### src/rtl/spi_peripheral.sv
// SPI mode-0 responder, MSB first, 8-bit frames; SPI pins oversampled into i_clk.
// RX bytes pop out with a one-cycle valid pulse; TX bytes come from a one-deep holding register.
module spi_peripheral #(
  parameter int SYNC_STAGES = 2
) (
  input  logic       i_clk,
  input  logic       i_reset,
  input  logic [7:0] i_tx_byte,
  input  logic       i_tx_dv,
  output logic       o_tx_ready,
  output logic [7:0] o_rx_byte,
  output logic       o_rx_dv,
  input  logic       i_spi_clk,
  input  logic       i_spi_cs_n,
  input  logic       i_spi_copi,
  output logic       o_spi_cipo,
  output logic       o_spi_cipo_oe
);

  typedef enum logic {S_IDLE, S_ACTIVE} state_t;

  state_t r_state, w_state_nxt;

  logic [SYNC_STAGES-1:0] r_sclk_sync, r_cs_sync, r_copi_sync, r_vld_sync;
  logic                   r_sclk_prev, r_cs_prev, r_armed;

  logic [7:0] r_hold, r_tx_shift, r_rx_shift, r_rx_byte;
  logic       r_hold_vld, r_rx_dv, r_cipo, r_oe;
  logic [2:0] r_bit_cnt;

  logic       w_sclk, w_cs, w_copi;
  logic       w_sclk_rise, w_sclk_fall, w_cs_rise, w_cs_fall;
  logic       w_enter, w_leave, w_act_rise, w_act_fall, w_load;
  logic [7:0] w_next_byte, w_rx_next;

  assign w_sclk = r_sclk_sync[SYNC_STAGES-1];
  assign w_cs   = r_cs_sync[SYNC_STAGES-1];
  assign w_copi = r_copi_sync[SYNC_STAGES-1];

  assign w_sclk_rise = w_sclk & ~r_sclk_prev;
  assign w_sclk_fall = ~w_sclk & r_sclk_prev;
  assign w_cs_rise   = w_cs & ~r_cs_prev;
  assign w_cs_fall   = ~w_cs & r_cs_prev;

  // r_vld_sync marks when the synchroniser output reflects the pin rather than
  // its reset value, so a cs_n held low through reset cannot arm the block.
  always_ff @(posedge i_clk) begin
    if (i_reset) begin
      r_sclk_sync <= '0;
      r_cs_sync   <= '1;
      r_copi_sync <= '0;
      r_vld_sync  <= '0;
      r_sclk_prev <= 1'b0;
      r_cs_prev   <= 1'b1;
      r_armed     <= 1'b0;
    end else begin
      r_sclk_sync <= {r_sclk_sync[SYNC_STAGES-2:0], i_spi_clk};
      r_cs_sync   <= {r_cs_sync[SYNC_STAGES-2:0], i_spi_cs_n};
      r_copi_sync <= {r_copi_sync[SYNC_STAGES-2:0], i_spi_copi};
      r_vld_sync  <= {r_vld_sync[SYNC_STAGES-2:0], 1'b1};
      r_sclk_prev <= w_sclk;
      r_cs_prev   <= w_cs;
      r_armed     <= r_armed | (r_vld_sync[SYNC_STAGES-1] & w_cs);
    end
  end

  always_ff @(posedge i_clk) begin
    if (i_reset) r_state <= S_IDLE;
    else         r_state <= w_state_nxt;
  end

  always_comb begin
    w_state_nxt = r_state;
    w_enter     = 1'b0;
    w_leave     = 1'b0;
    w_act_rise  = 1'b0;
    w_act_fall  = 1'b0;
    case (r_state)
      S_IDLE: begin
        if (w_cs_fall && r_armed) begin
          w_state_nxt = S_ACTIVE;
          w_enter     = 1'b1;
        end
      end
      S_ACTIVE: begin
        // cs_n rise wins over any SCLK edge seen in the same cycle
        if (w_cs_rise) begin
          w_state_nxt = S_IDLE;
          w_leave     = 1'b1;
        end else begin
          w_act_rise = w_sclk_rise;
          w_act_fall = w_sclk_fall;
        end
      end
      default: w_state_nxt = S_IDLE;
    endcase
  end

  assign w_load      = w_enter | (w_act_fall & (r_bit_cnt == 3'd0));
  assign w_next_byte = r_hold_vld ? r_hold : 8'h00;
  assign w_rx_next   = {r_rx_shift[6:0], w_copi};

  always_ff @(posedge i_clk) begin
    if (i_reset) begin
      r_hold     <= 8'h00;
      r_hold_vld <= 1'b0;
      r_tx_shift <= 8'h00;
      r_rx_shift <= 8'h00;
      r_rx_byte  <= 8'h00;
      r_rx_dv    <= 1'b0;
      r_bit_cnt  <= 3'd0;
      r_cipo     <= 1'b0;
      r_oe       <= 1'b0;
    end else begin
      r_rx_dv <= 1'b0;

      if (w_load && r_hold_vld) begin
        r_hold_vld <= 1'b0;
      end else if (i_tx_dv && !r_hold_vld) begin
        r_hold     <= i_tx_byte;
        r_hold_vld <= 1'b1;
      end

      if (w_enter) begin
        r_tx_shift <= w_next_byte;
        r_cipo     <= w_next_byte[7];
        r_oe       <= 1'b1;
        r_bit_cnt  <= 3'd0;
      end else if (w_leave) begin
        r_rx_shift <= 8'h00;
        r_bit_cnt  <= 3'd0;
        r_cipo     <= 1'b0;
        r_oe       <= 1'b0;
      end else begin
        if (w_act_rise) begin
          r_rx_shift <= w_rx_next;
          r_bit_cnt  <= r_bit_cnt + 3'd1;
          if (r_bit_cnt == 3'd7) begin
            r_rx_byte <= w_rx_next;
            r_rx_dv   <= 1'b1;
          end
        end
        if (w_act_fall) begin
          if (r_bit_cnt == 3'd0) begin
            r_tx_shift <= w_next_byte;
            r_cipo     <= w_next_byte[7];
          end else begin
            r_tx_shift <= {r_tx_shift[6:0], 1'b0};
            r_cipo     <= r_tx_shift[6];
          end
        end
      end
    end
  end

  assign o_tx_ready    = ~r_hold_vld;
  assign o_rx_byte     = r_rx_byte;
  assign o_rx_dv       = r_rx_dv;
  assign o_spi_cipo    = r_cipo;
  assign o_spi_cipo_oe = r_oe;

endmodule

### config.mk
export PLATFORM = sky130hd
export DESIGN_NAME = spi_peripheral
export DESIGN_NICKNAME = d
export VERILOG_FILES = /design/src/rtl/spi_peripheral.sv
export SDC_FILE = /design/constraint.sdc
export NUM_CORES = 1
export LEC_CHECK = 0
export BUFFER_PORTS_ARGS = -buffer_cell sky130_fd_sc_hd__clkbuf_2
export CORE_ASPECT_RATIO = 1.2
export CORE_MARGIN = 5
export CORE_UTILIZATION = 55
export DETAILED_ROUTE_END_ITERATION = 10
export GPL_ROUTABILITY_DRIVEN = 0
export PLACE_DENSITY = 0.77
export REMOVE_ABC_BUFFERS = 1
export SYNTH_ARGS = -nofsm -noshare
export SYNTH_HDL_FRONTEND = slang
export SYNTH_SLANG_ARGS = --single-unit
export TNS_END_PERCENT = 10
### constraint.sdc
create_clock -name i_clk -period 2.3 [get_ports i_clk]
set_clock_uncertainty 0.1 [all_clocks]
set_input_delay 0.115 -clock i_clk [delete_from_list [all_inputs] [get_ports i_clk]]
set_output_delay 0.115 -clock i_clk [all_outputs]
set_load 0.05 [all_outputs]
==> results.ini <==
[sta]
finalCritPeriodShare_pct=74.8
fmax_mhz=581
fin_hold_ws_ns=0.172
finalSetupTns_ns=0
tightest_slew_ns=0.561
finalHoldViolations=0
drv_slew=0
relSlewSlack_pct=62.4
final-setup-viol-count=0
min_period_ns=1.72
rsz0062_at_grt=no

[routing]
dr.pass1.iters=4
first_iter_violations=74
wl_per_cell_um=12.7
vias=1430
antenna_left=0
drc=0
finalWirelength_mm=3.41
viasPerCell=5.32

[floorplanning]
ios=26
die_x_um=62.7
coreArea_um2=3280
start_util_pct=55.9
dieHeight_um=73.3
placementRows=23
fp.dieArea_um2=4600

[clock_network]
cts_resized=0
cts_max_path_buffers=2
numClockSinks=49
clkTransAtPathRegs_ns=0.08
cts_made_buffers=5
cts_htree_levels=2
postCtsHoldBufs=12
cts_root_buf=clkbuf_8
clk_latency_ns=0.30
cts_tree=done
postCtsSetupBuffers=0

[logic_synthesis]
synth_top_area_share_pct=53.4
synth_most_common_cell=dfxtp_1
ys_ff_latch=49
synthesis.instances=195
yosysUniqueCellTypes=32
synthFlopType=dfxtp_1
post_synth_instance_area_um2=1840
synth_warnings=0
synth_common_cells=dfxtp_1 (49), nor2_1 (29), nand2_1 (14), a21oi_1 (13)
ys_async_sr_fraction_pct=0
synth_area_leader_cell=dfxtp_1
synth-edff-count=0
synth_area_leaders=dfxtp_1 (53%), nor2_1 (5.9%), mux2i_1 (5.5%), a21oi_1 (3.5%), nor2b_1 (3.4%)
ys_seq_area_share_pct=53.4
synth.avg_cell_area_um2=9.41

[setup_path]
criticalPathCategory=flop to flop
r2r_slack_ns=0.58
start_kind=flop
cp_data_required_time_ns=2.37
rr_worst_depth=5
cp-end-kind=flop
cp_max_fo=9
arrival_ns=1.80

[placement]
dpl.hpwl_mm=2.34
portBuffers=25
placed_cells=249

[power]
p_leak_nw=0.884
vdd_drop_max_uv=654
p_per_area_nw_per_um2=703

[hold_path]
hold_class=input port to flop
hold_depth=2

[layout]
finalNetCount=248
drive_gt1_share_pct=18.1
area_growth_pct=19.0
stdcell_count=269
antenna_cells=0

[global_routing]
grt_use_total_pct=17.2
grt_overflow=0
grt_max_degree=22
grt_pass1_vias=1457
grt_pass1_wl_mm=6.24
antenna_found_initial=0

[flow_run]
drv_cap=0

[outcome]
outcome=finished, final reports clean

## area by class of cell
type	count	area [um2]
tap	37	46.3
clock buffer	7	96.3
clock inverter	1	5.00
inverter	5	18.8
fill	285	1100
sequential	49	981
timing repair buffer	40	268
multi-input combinational	130	768
## critical path, cell delays in order, from the launching register on
cell and delay, ns:
dfxtp_1 0.37, ha_1 0.16, ha_1 0.33, nand4_1 0.39
nand2_1 0.17, a21oi_1 0.07
## logic make-up after synthesis
kind of cell             synth area share (%)
multiplexers                             5.45
XOR/XNOR                                0.477
flip-flops                               53.4
buffers and inverters                    4.70
AND/OR/NAND/NOR                          19.4
AO/OA/AOI/OAI                            14.5
adder cells (fa/ha/maj)                  2.05
## cell usage in the layout, fill, tap and decap left out
cell / n
mux2i_1: 10
a21oi_1: 13
buf_4: 3
nand4_1: 1
o21ai_0: 8
a22oi_1: 7
nand3_1: 9
dfxtp_1: 49
a31o_2: 1
a31oi_1: 3
o21a_1: 1
nand2b_1: 2
nand2_1: 14
a211oi_1: 1
inv_1: 5
clkbuf_2: 25
and2_0: 1
or2_2: 4
and3_1: 1
nand3b_1: 1
nor2b_1: 10
and4bb_2: 1
o21ai_1: 1
a221oi_1: 6
clkbuf_8: 7
xnor2_1: 1
o211ai_1: 1
dlygate4sd3_1: 12
nor2_1: 29
clkinv_2: 1
nand4bb_1: 1
ha_1: 3
## worst paths after layout
check / from / endpoint
worst max-delay path: r_bit_cnt[0]$_SDFFE_PP0P_ / o_rx_byte[7]$_SDFFE_PP0P_
worst min-delay path: i_reset / o_rx_byte[3]$_SDFFE_PP0P_
worst max register to register: r_bit_cnt[0]$_SDFFE_PP0P_ / o_rx_byte[7]$_SDFFE_PP0P_
worst min register to register: r_cs_sync[0]$_SDFF_PP1_ / r_cs_sync[1]$_SDFF_PP1_
## report_power, final
group	internal, mW	switching, mW	total (mW)
combinational	0.0497	0.0569	0.107
clock	0.272	0.270	0.542
sequential	0.871	0.0149	0.886
## registers in the layout (all words and copies together), names as in the netlist, 3 cells and up
signal,flops
o_rx_byte,8
r_hold,8
r_rx_shift,7
r_tx_shift,7
r_bit_cnt,3
## stage by stage
stage               worst slack [ns]  util [%]  power, mW  area (um2)
floorplan                      0.757         -      0.959        1770
global placement               0.531      59.8      0.995        1960
detailed placement             0.520      59.8      0.998        1960
CTS                            0.528      66.6       1.55        2180
global route                   0.327      66.6       1.61        2180
finish                         0.579      66.6       1.53        2180
## per-layer routing
metal | vias up | GRT usage (%) | share of wire [%]
met2 | 30 | 31.2 | 51
met5 | - | 0 | 0
met4 | 0 | 7.78 | 2.2
met1 | 653 | 18.4 | 42
li1 | 740 | - | -
met3 | 7 | 5.20 | 4.3
No activity file was read; power rests on OpenSTA's default activity.
